## config.mk

```make
export PLATFORM = sky130hd
export DESIGN_NAME = imem_boot_loader
export DESIGN_NICKNAME = d
export VERILOG_FILES = /design/src/rtl/imem_boot_loader.sv
export SDC_FILE = /design/constraint.sdc
export NUM_CORES = 1
export LEC_CHECK = 0
export CORE_ASPECT_RATIO = 0.9
export CORE_UTILIZATION = 25
export CTS_CLUSTER_SIZE = 40
export DETAILED_ROUTE_END_ITERATION = 10
export PLACE_DENSITY_LB_ADDON = 0.05
export REMOVE_ABC_BUFFERS = 1
export SYNTH_ARGS = -nofsm -noshare
export SYNTH_HDL_FRONTEND = slang
export SYNTH_SLANG_ARGS = --single-unit
```

## constraint.sdc

```tcl
create_clock -name clk -period 5.62 [get_ports clk]
set_clock_uncertainty 0.15 [all_clocks]
set_input_delay 0.843 -clock clk [delete_from_list [all_inputs] [get_ports clk]]
set_output_delay 0.843 -clock clk [all_outputs]
set_load 0.005 [all_outputs]
```

## src/rtl/imem_boot_loader.sv

```systemverilog
// -----------------------------------------------------------------------------
// imem_boot_loader
//   Writer side of the instruction memory. A program arrives as a byte stream:
//   a 16-bit little-endian word count N, then N little-endian 32-bit words. Each
//   completed word is written to the instruction ROM starting at word 0. The
//   core is held off (iready = 0, cpu_rst_n = 0) until the image is complete.
//
//   Optional feature (macro IMEM_BOOT_CHECKSUM_EN): a trailing CHK byte must
//   equal the XOR of every byte from LEN_LO through the last data byte.
//   Otherwise the loader enters ERR. With the macro undefined, the CHK state
//   and the XOR logic do not exist.
//
// Ports:
//   clk, rst_n          clock, asynchronous active-low reset
//   rx_valid, rx_data   byte-stream input (accepted when rx_valid && rx_ready)
//   rx_ready            loader can accept a byte (LEN0/LEN1/DATA/CHK)
//   boot_req            restart loading (honoured in RUN or ERR only)
//   imem_we             one-cycle imem write strobe
//   imem_waddr          word index of the write
//   imem_wdata          instruction word
//   iready              instruction memory valid to the core
//   cpu_rst_n           active-low reset to the datapath
//   load_err            sticky error flag, cleared one cycle after leaving ERR
// -----------------------------------------------------------------------------
module imem_boot_loader #(
  parameter int ROW    = 256,
  parameter int ADDR_W = 8
) (
  input  logic              clk,
  input  logic              rst_n,
  input  logic              rx_valid,
  input  logic [7:0]        rx_data,
  output logic              rx_ready,
  input  logic              boot_req,
  output logic              imem_we,
  output logic [ADDR_W-1:0] imem_waddr,
  output logic [31:0]       imem_wdata,
  output logic              iready,
  output logic              cpu_rst_n,
  output logic              load_err
);

  typedef enum logic [2:0] {
    ST_LEN0 = 3'd0,
    ST_LEN1 = 3'd1,
    ST_DATA = 3'd2,
    ST_RUN  = 3'd3,
    ST_ERR  = 3'd4
`ifdef IMEM_BOOT_CHECKSUM_EN
    ,
    ST_CHK  = 3'd5
`endif
  } state_e;

  localparam logic [15:0] ROW_LEN = 16'(ROW);

  // State the loader moves to once the last word (or an empty image) is in.
`ifdef IMEM_BOOT_CHECKSUM_EN
  localparam state_e LOAD_DONE = ST_CHK;
`else
  localparam state_e LOAD_DONE = ST_RUN;
`endif

`ifdef IMEM_BOOT_CHECKSUM_EN
  // Running checksum step: fold one accepted byte into the accumulator.
  function automatic logic [7:0] xor_fold(input logic [7:0] acc, input logic [7:0] b);
    return acc ^ b;
  endfunction
`endif

  state_e       state_r;
  state_e       state_nxt_s;
  logic [1:0]   byte_cnt_r;
  logic [15:0]  word_cnt_r;
  logic [15:0]  len_r;
  logic [23:0]  asm_r;       // {b2, b1, b0} of the word being assembled
  logic         accept_s;
  logic         last_byte_s;
  logic [15:0]  len_full_s;
  logic [15:0]  word_inc_s;
`ifdef IMEM_BOOT_CHECKSUM_EN
  logic [7:0]   xor_r;
`endif

  assign accept_s    = rx_valid && rx_ready;
  assign last_byte_s = (byte_cnt_r == 2'd3);
  assign len_full_s  = {rx_data, len_r[7:0]};
  assign word_inc_s  = word_cnt_r + 16'd1;

  // rx_ready decoded from state: open while the frame is still being received.
  always_comb begin
    rx_ready = 1'b0;
    case (state_r)
      ST_LEN0, ST_LEN1, ST_DATA: rx_ready = 1'b1;
`ifdef IMEM_BOOT_CHECKSUM_EN
      ST_CHK:                    rx_ready = 1'b1;
`endif
      default:                   rx_ready = 1'b0;
    endcase
  end

  // Next-state logic for the frame parser.
  always_comb begin
    state_nxt_s = state_r;
    case (state_r)
      ST_LEN0: begin
        if (accept_s) state_nxt_s = ST_LEN1;
        else          state_nxt_s = state_r;
      end
      ST_LEN1: begin
        if (accept_s) begin
          if (len_full_s > ROW_LEN)     state_nxt_s = ST_ERR;
          else if (len_full_s == 16'd0) state_nxt_s = LOAD_DONE;
          else                          state_nxt_s = ST_DATA;
        end else begin
          state_nxt_s = state_r;
        end
      end
      ST_DATA: begin
        // The 4th byte of word N-1 finishes the image.
        if (accept_s && last_byte_s && (word_inc_s == len_r)) state_nxt_s = LOAD_DONE;
        else                                                  state_nxt_s = state_r;
      end
`ifdef IMEM_BOOT_CHECKSUM_EN
      ST_CHK: begin
        if (accept_s) begin
          if (rx_data == xor_r) state_nxt_s = ST_RUN;
          else                  state_nxt_s = ST_ERR;
        end else begin
          state_nxt_s = state_r;
        end
      end
`endif
      ST_RUN, ST_ERR: begin
        if (boot_req) state_nxt_s = ST_LEN0;
        else          state_nxt_s = state_r;
      end
      default: state_nxt_s = ST_LEN0;
    endcase
  end

  // State register.
  always_ff @(posedge clk or negedge rst_n) begin
    if (!rst_n) state_r <= ST_LEN0;
    else        state_r <= state_nxt_s;
  end

  // Core gating flags: both lag the RUN/ERR state by one cycle, so the final
  // imem write always lands before the core leaves reset. load_err is set on
  // the edge entering ERR and held through the cycle that leaves it.
  always_ff @(posedge clk or negedge rst_n) begin
    if (!rst_n) begin
      iready    <= 1'b0;
      cpu_rst_n <= 1'b0;
      load_err  <= 1'b0;
    end else begin
      iready    <= (state_r == ST_RUN);
      cpu_rst_n <= (state_r == ST_RUN);
      load_err  <= (state_nxt_s == ST_ERR) || (state_r == ST_ERR);
    end
  end

  // Length capture, word assembly, counters and the imem write port.
  always_ff @(posedge clk or negedge rst_n) begin
    if (!rst_n) begin
      byte_cnt_r <= 2'd0;
      word_cnt_r <= 16'd0;
      len_r      <= 16'd0;
      asm_r      <= 24'd0;
      imem_we    <= 1'b0;
      imem_waddr <= '0;
      imem_wdata <= 32'd0;
    end else begin
      imem_we <= 1'b0;
      case (state_r)
        ST_LEN0: begin
          if (accept_s) len_r[7:0] <= rx_data;
        end
        ST_LEN1: begin
          if (accept_s) begin
            len_r[15:8] <= rx_data;
            byte_cnt_r  <= 2'd0;
            word_cnt_r  <= 16'd0;
          end
        end
        ST_DATA: begin
          if (accept_s) begin
            byte_cnt_r <= byte_cnt_r + 2'd1;
            if (last_byte_s) begin
              imem_we    <= 1'b1;
              imem_wdata <= {rx_data, asm_r};
              imem_waddr <= word_cnt_r[ADDR_W-1:0];
              word_cnt_r <= word_inc_s;
            end else begin
              // Shift in from the top so b0 ends up in the low byte.
              asm_r <= {rx_data, asm_r[23:8]};
            end
          end
        end
        ST_RUN, ST_ERR: begin
          if (boot_req) begin
            byte_cnt_r <= 2'd0;
            word_cnt_r <= 16'd0;
            len_r      <= 16'd0;
            asm_r      <= 24'd0;
          end
        end
        default: ;
      endcase
    end
  end

`ifdef IMEM_BOOT_CHECKSUM_EN
  // Running XOR over the length and data bytes; cleared on re-entering LEN0.
  always_ff @(posedge clk or negedge rst_n) begin
    if (!rst_n) begin
      xor_r <= 8'd0;
    end else if ((state_r == ST_RUN || state_r == ST_ERR) && boot_req) begin
      xor_r <= 8'd0;
    end else if (accept_s && (state_r == ST_LEN0 || state_r == ST_LEN1 || state_r == ST_DATA)) begin
      xor_r <= xor_fold(xor_r, rx_data);
    end
  end
`endif

endmodule
```

; Yosys cells after proc, flatten, opt, wreduce, memory -nomap -nowiden
; Cells that the tools add are included.
[op_classes]
addsub = 2
n_lt_le_gt_ge = 1
n_reduce_logical = 18
n_eq_ne = 13
muxes = 27
[op_table]
columns = operator, count
row1 = 24-bit 2-to-1 mux, 3
row2 = 16-bit 2-to-1 mux, 4
row3 = 16-bit case mux with 3 select lines, 1
row4 = 24-bit case mux with 2 select lines, 1
row5 = 8-bit case mux with 2 select lines, 2
row6 = "16-bit by 1-bit adder with 16-bit output, second input constant", 1
row7 = 16-bit == test, 1
row8 = "16-bit by 9-bit greater-than comparator with 1-bit output, second input constant", 1
row9 = 16-bit zero test, 1
row10 = 3-bit 2-to-1 mux, 5
row11 = "2-bit inequality test, second input constant", 6
row12 = 3-bit case mux with 4 select lines, 1
row13 = 3-bit AND reduction, 3
row14 = 8-bit 2-to-1 mux, 1
row15 = 4-bit AND reduction, 2
row16 = "3-bit by 2-bit == test with 1-bit output, second input constant", 2
row17 = "3-bit == test, second input constant", 2
row18 = 2-bit 2-to-1 mux, 3
row19 = 2-bit case mux with 3 select lines, 1
row20 = 2-bit nonzero test, 3
row21 = 1-bit 2-to-1 mux, 5
row22 = 5-bit AND reduction, 1
row23 = "3-bit by 1-bit == test with 1-bit output, second input constant", 1
row24 = 1-bit logical AND, 3
row25 = other kinds (7), 7
[word_totals]
elab_cells = 72
input_bits = 12
ff_bits = 104
output_inout_bits = 45

; Longest topological paths before layout
; Gate-level depths: netlist (run 1).
[depth]
depth_word = 10
mapped_depth = 8
depth_no_buf = 7

; Least setup slack after synthesis (run 1)
; Ideal clock, no wire load.
[synth_path]
path_kind = input port to flip-flop
startpoint = in rx_data[4]
endpoint = reg state_r[0]
setup_ns = 0.095
required_ns = 5.375
path_buffers = 0
arrival_time_ns = 2.227
path_slack_ns = 3.147
cell_stages = 5
path_cell_list = or4_1 -> nor4_1 -> a21oi_1 -> or4_1 -> o31ai_1
[synth_between]
elab_chain_cells = 5
word_cells_on_any_way = 6
classes_between = order compare (1) / mux (4) / reduce/logical (1)
[synth_rtl]
columns = element, line_no
row1 = "start, declared", 32  ; input logic [7:0] rx_data,
row2 = "parallel branches: the longest is 2 deep, another holds 16-bit by 9-bit greater-than comparator with 1-bit output", n/a
row3 = 3-bit 2-to-1 mux *, 112  ; if (len_full_s > ROW_LEN) state_nxt_s = ST_ERR;
row4 = 3-bit 2-to-1 mux *, 111  ; if (accept_s) begin
row5 = 3-bit case mux with 4 select lines *, 105  ; case (state_r)
row6 = net state_nxt_s[0], 72  ; state_e state_nxt_s;
row7 = "end signal, assigned", 145  ; else state_r <= state_nxt_s;
row8 = "end, declared", 71  ; state_e state_r;
; Mark *: on every way through the listed nets, which the timed path passes.
; A chain may end at the register's enable or synchronous reset.

; Final worst setup path (run 1)
[layout_path]
startpoint = reg state_r[0]
endpoint = reg state_r[0]
[layout_between]
elab_chain_cells = 8
word_cells_on_any_way = 16
classes_between = eq/ne (4) / mux (6) / reduce/logical (6)
[layout_rtl]
columns = element, line_no
row1 = 3-bit by 1-bit == test with 1-bit output (tied with other cells), "93, 105"
row2 = 3-bit OR reduction, 93  ; case (state_r)
row3 = 1-bit 2-to-1 mux, 93
row4 = 1-bit logical AND, 85  ; assign accept_s = rx_valid && rx_ready;
row5 = 1-bit logical AND (2 in series), 121  ; if (accept_s && last_byte_s && (word_inc_s == len_r)) state_nxt_s = LOAD_DONE;
row6 = 3-bit 2-to-1 mux, 121
row7 = 3-bit case mux with 4 select lines *, 105
row8 = net state_nxt_s[0], 72
; The timed path passes the listed nets; every way through them passes the cells marked *.

==> metrics.txt, run 1 <==
Post-CTS Hold Buffers 0; first-pass GRT wire length 20600 um; final HPWL from detailed placement 8330 um; Final Max Tran Viols 0; Crit path max-delay family simple AND/OR/NAND/NOR gates; share of the synthesized area in the top cell type 54.5%; clock sink count 104; Max clock buf depth 2; row count 47; Port Buffers 56; hold path depth 2; Layout area overhead 23.5%; vias in the first global route 3734; hold_ws 0.321 ns; P_leak 2.70 nW; WS Path Type flip-flop to flip-flop; initial antenna violation count 0; VDD IR-drop max 184 uV; top cells by area, synth dfrtp_1, nand2_1, o21ai_0; TritonCTS clock tree yes; Cell Chain, Critical Path nor3b_1 -> nand3_2 -> buf_4 -> a2111o_1 -> a41oi_1 -> o2111ai_1 -> o31ai_1; Tcrit/Tclk final 59.7%; crit path buf inv count 1; run status finished clean; post-route ant nets 0; Wirelength per Cell 15.3 um; nets 590; normalized max-slew margin 35.2%; RR Startpoint state_r[0]; clk root buf clkbuf_16; cell count along the critical path 7; final core occ 31.8%; fin worst setup slack 2.27 ns; Die H 133 um; pre-CTS setup slack 1.81 ns; Min-Delay Path Class flip-flop to flip-flop; gpl congestion 0.769; worst slew pin tran 0.973 ns; worst endpoint required time 5.73 ns; PD cells 395 nW/um2; asr flop ratio synth 100%; H-tree levels 3; end of the worst register-to-register path state_r[0]; setup TNS 0 ns; RSZ-0062 raised after global routing false; total track usage 13.5%; Remaining DRCs 0; area of the multi-input gates 2030 um2; Inserted Clock Buffers 9; Synth top cells by count nand2_1, dfrtp_1, o21ai_0, clkbuf_1, nor2_1; drt initial violations 209; critical path's slowest cell nand3_2; crit path time final 3.35 ns; crit-path max cell delay 0.59 ns; # fillers 1935; beginning of the worst hold path asm_r[6]; Crit. End Element flip-flop; post-synthesis register bit count 104; layout cell share with drive strength beyond 1 5.85%; largest area contributor in the netlist dfrtp_1; clock latency at the later pin of the worst-skew pair 0.35 ns; crit path max fanout 34; Ports 57; post-synthesis sequential area ratio 54.5%; Hold Vio Cnt, Final 0; setup violators final 0; Critical Path Start state_r[0]; total number of vias 3799; internal reg-to-reg setup slack 2.27 ns; count leader, synth nand2_1; Post-Synthesis Cells 535; postcts setup bufs 0; chip width 148 um; first drt pass iteration count 4; global route overflow 0; largest net degree at the start of global routing 72; worst hold endpoint imem_wdata[6]; number of synthesized flops with an enable pin 0; R2R depth 7; PostCTS Resize Cnt 0; Total Wirelength 12700 um; syn avg cell area 8.92 um2; core area 18500 um2; post-synth cell types 55; Startpoint Class flip-flop; n_diodes 0; synth warn 0; vias per std cell 4.60; Fmax 0.298 GHz; Syn Std Cell Area 4770 um2; Arr. time, crit path 3.46 ns; Clock Pin Slew Worst Setup and Hold Paths 0.07 ns; # Max-Cap Violations 0; register area 2600 um2; Starting Density 25.8%; Die ar. 19700 um2; Post-synth top flop dfrtp_1
worst max path at each step:
stage,to,slack [ns]
after floorplan,word_cnt_r[5],1.94
after global placement,state_r[0],1.96
after detailed placement,state_r[0],1.81
after CTS,state_r[0],2.22
after global routing,state_r[0],1.91
final,state_r[0],2.27
layer usage:
layer,track usage [%],vias to the layer above,share of wire [%]
met5,0,-,0
met4,3.89,0,1.0
met3,2.91,10,3.3
met2,20.4,52,44
met1,19.3,1849,52
li1,-,1888,-
per-stage QoR:
stage          cell area [um2]  total power (W)  instances
2_1_floorplan             4640          0.00139        504
4_1_cts                   5890          0.00237        826
6_report                  5900          0.00233        826
3_5_place_dp              5550          0.00163        810
5_1_grt                   5900          0.00250        826
3_3_place_gp              5550          0.00163        810
registers in the layout, indices dropped and copies added, names as in the netlist:
signal	cells
asm_r	24
byte_cnt_r	2
cpu_rst_n	1
imem_waddr	8
imem_wdata	32
imem_we	1
len_r	16
load_err	1
state_r	3
word_cnt_r	16
worst reg2reg max path, cell delays in order, from the launching register on:
cell       delay [ns]
dfrtp_1          0.57
nor3b_1          0.43
nand3_2          0.59
buf_4            0.52
a2111o_1         0.44
a41oi_1          0.17
o2111ai_1        0.15
o31ai_1          0.24
cells by family after synthesis:
logic type | count (synthesis) | synth area share, %
AND/OR/NAND/NOR | 266 | 24.0
multiplexers | 5 | 1.10
buffers and inverters | 37 | 3.25
adder cells (fa/ha/maj) | 2 | 0.524
flip-flops | 104 | 54.5
XOR/XNOR | 15 | 2.91
AO/OA/AOI/OAI | 106 | 13.7
area by class of cell:
cell class | instances | share of cell area (%)
Sequential cell | 104 | 44.1
Inverter | 6 | 0.382
Tap cell | 245 | 5.20
Clock inverter | 5 | 1.49
Clock buffer | 11 | 4.29
Timing Repair Buffer | 61 | 10.1
Multi-Input combinational cell | 394 | 34.4
where the power goes:
part	switching, W	total, W	internal [W]
clock network	0.000299	0.000718	0.000419
logic	0.000326	0.000560	0.000234
registers	0.000158	0.00105	0.000896
cells in the final DEF, fill, tap and decap left out, types with 3 or more instances in the layout:
| cell type | n |
|---|---|
| nand2_1 | 195 |
| dfrtp_1 | 104 |
| o21ai_0 | 55 |
| clkdlybuf4s50_1 | 55 |
| nor2_1 | 19 |
| a21oi_1 | 13 |
| xor2_1 | 10 |
| a22o_1 | 9 |
| clkbuf_16 | 9 |
| nand3_1 | 7 |
| nand4_1 | 6 |
| inv_1 | 6 |
| buf_4 | 6 |
| nor2b_1 | 5 |
| o31ai_1 | 5 |
| nor4_1 | 4 |
| nand2b_1 | 4 |
| xnor2_1 | 4 |
| or4_1 | 3 |
| nor3_1 | 3 |
| mux2i_1 | 3 |
| or3_1 | 3 |
| o21a_1 | 3 |
Power figures use the tool's default switching activity.
==> inputs of run 2 (changes only) <==
Clock period 5.62 ns to 3.51 ns, I/O delays scaled along.
==> metrics.txt, run 2 (synthesis results as in run 1) <==
run status finished clean; n_diodes 0; Clock Pin Slew Worst Setup and Hold Paths 0.07 ns; most frequent cells in the layout nand2_1, dfrtp_1, o21ai_0, clkdlybuf4s50_1, nor2_1; top flop regs imem_wdata: 32 flops, asm_r: 24 flops; Die H 133 um; normalized max-slew margin 22.9%; post-route ant nets 0; final core occ 31.8%; VDD IR-drop max 257 uV; chip width 148 um; initial antenna violation count 0; Arr. time, crit path 2.82 ns; crit path time final 2.72 ns; commonest non-fill, non-tap cell in the layout nand2_1; H-tree levels 3; global route overflow 0; nets 593; PD cells 613 nW/um2; clk root buf clkbuf_16; PostCTS Resize Cnt 0; hold_ws 0.0746 ns; GR Util met2 19.5%; final HPWL from detailed placement 8480 um; RSZ-0062 raised after global routing false; crit path max fanout 8; TritonCTS clock tree yes; total number of vias 3770; P_leak 2.70 nW; Top reg by flops imem_wdata; Min-Delay Path Class primary input to asynchronous set/reset pin; total track usage 13.4%; setup violators final 0; Tcrit/Tclk final 77.5%; GR Util met1 19.7%; # Max-Cap Violations 0; vias per std cell 4.55; placed cell area 5590 um2; postcts setup bufs 0; Crit. End Element flip-flop; Total Wirelength 12400 um; clock latency at the later pin of the worst-skew pair 0.35 ns; grt peak-use layer met1; Wirelength per Cell 15.0 um; Starting Density 25.8%; Layout area overhead 23.5%; met3 global-route usage 2.98%; worst slew pin tran 1.15 ns; row count 47; clock sink count 104; worst endpoint required time 3.61 ns; # fillers 1979; Final Max Tran Viols 0; largest net degree at the start of global routing 56; drt initial violations 175; Post-CTS Hold Buffers 0; max reg flops 32; Remaining DRCs 0; Hold Vio Cnt, Final 0; Port Buffers 56; layout cell share with drive strength beyond 1 6.16%; WS Path Type flip-flop to flip-flop; Startpoint Class flip-flop; core area 18500 um2; Inserted Clock Buffers 9; vias in the first global route 3691; Max clock buf depth 2; first-pass GRT wire length 20600 um; first drt pass iteration count 4; Fmax 0.367 GHz; post-route cell area 5900 um2; Ports 57; gpl congestion 0.807; Die ar. 19700 um2
## run 2: final cells by class
cell class              count  area (um2)  area share, %
flip-flops and latches    104        2600           44.1
multi-input cells         394        2030           34.4
repair buffers             64         631           10.7
well taps                 245         307           5.20
clock buffers              10         239           4.05
clock inverters             6        68.8           1.17
inverters                   6        22.5          0.382
## run 2: critical path, cell delays in order, from the launching register on
cell and delay [ns]:
dfrtp_1 0.50, ha_1 0.32, and3_1 0.28, nand2_1 0.23
o31a_1 0.37, or4_1 0.50, o31ai_1 0.27
## run 2: metrics by stage
step | worst slack, ns | TNS (ns) | std cells | total power, W
after floorplan | -0.121 | -0.263 | 504 | 0.00223
after global placement | 0.622 | 0 | 813 | 0.00259
after detailed placement | 0.552 | 0 | 813 | 0.00260
after CTS | 0.752 | 0 | 829 | 0.00368
after global routing | 0.569 | 0 | 829 | 0.00387
final | 0.789 | 0 | 829 | 0.00361
## run 2: power breakdown
part | internal, W | switching, W
combinational | 0.000376 | 0.000512
clock | 0.000576 | 0.000469
sequential | 0.00144 | 0.000245
## run 2: path summary, 6_finish.rpt
kind,startpoint,to,slack [ns],cells after the start
min in group clk,imem_wdata[18],imem_wdata[18],0.32,2
hold / removal,rst_n,imem_wdata[2],0.07,1
hold reg to reg,imem_wdata[18],imem_wdata[18],0.32,2
max in group asynchronous,rst_n,len_r[14],2.41,2
setup / recovery,word_cnt_r[0],state_r[0],0.79,6
setup reg to reg,word_cnt_r[0],state_r[0],0.79,6
## run 2: per-layer routing
| metal | vias up | wire length, um |
|---|---|---|
| met4 | 0 | 136 |
| met2 | 62 | 5400 |
| met1 | 1809 | 6420 |
| li1 | 1890 | - |
| met5 | - | 0 |
| met3 | 9 | 478 |
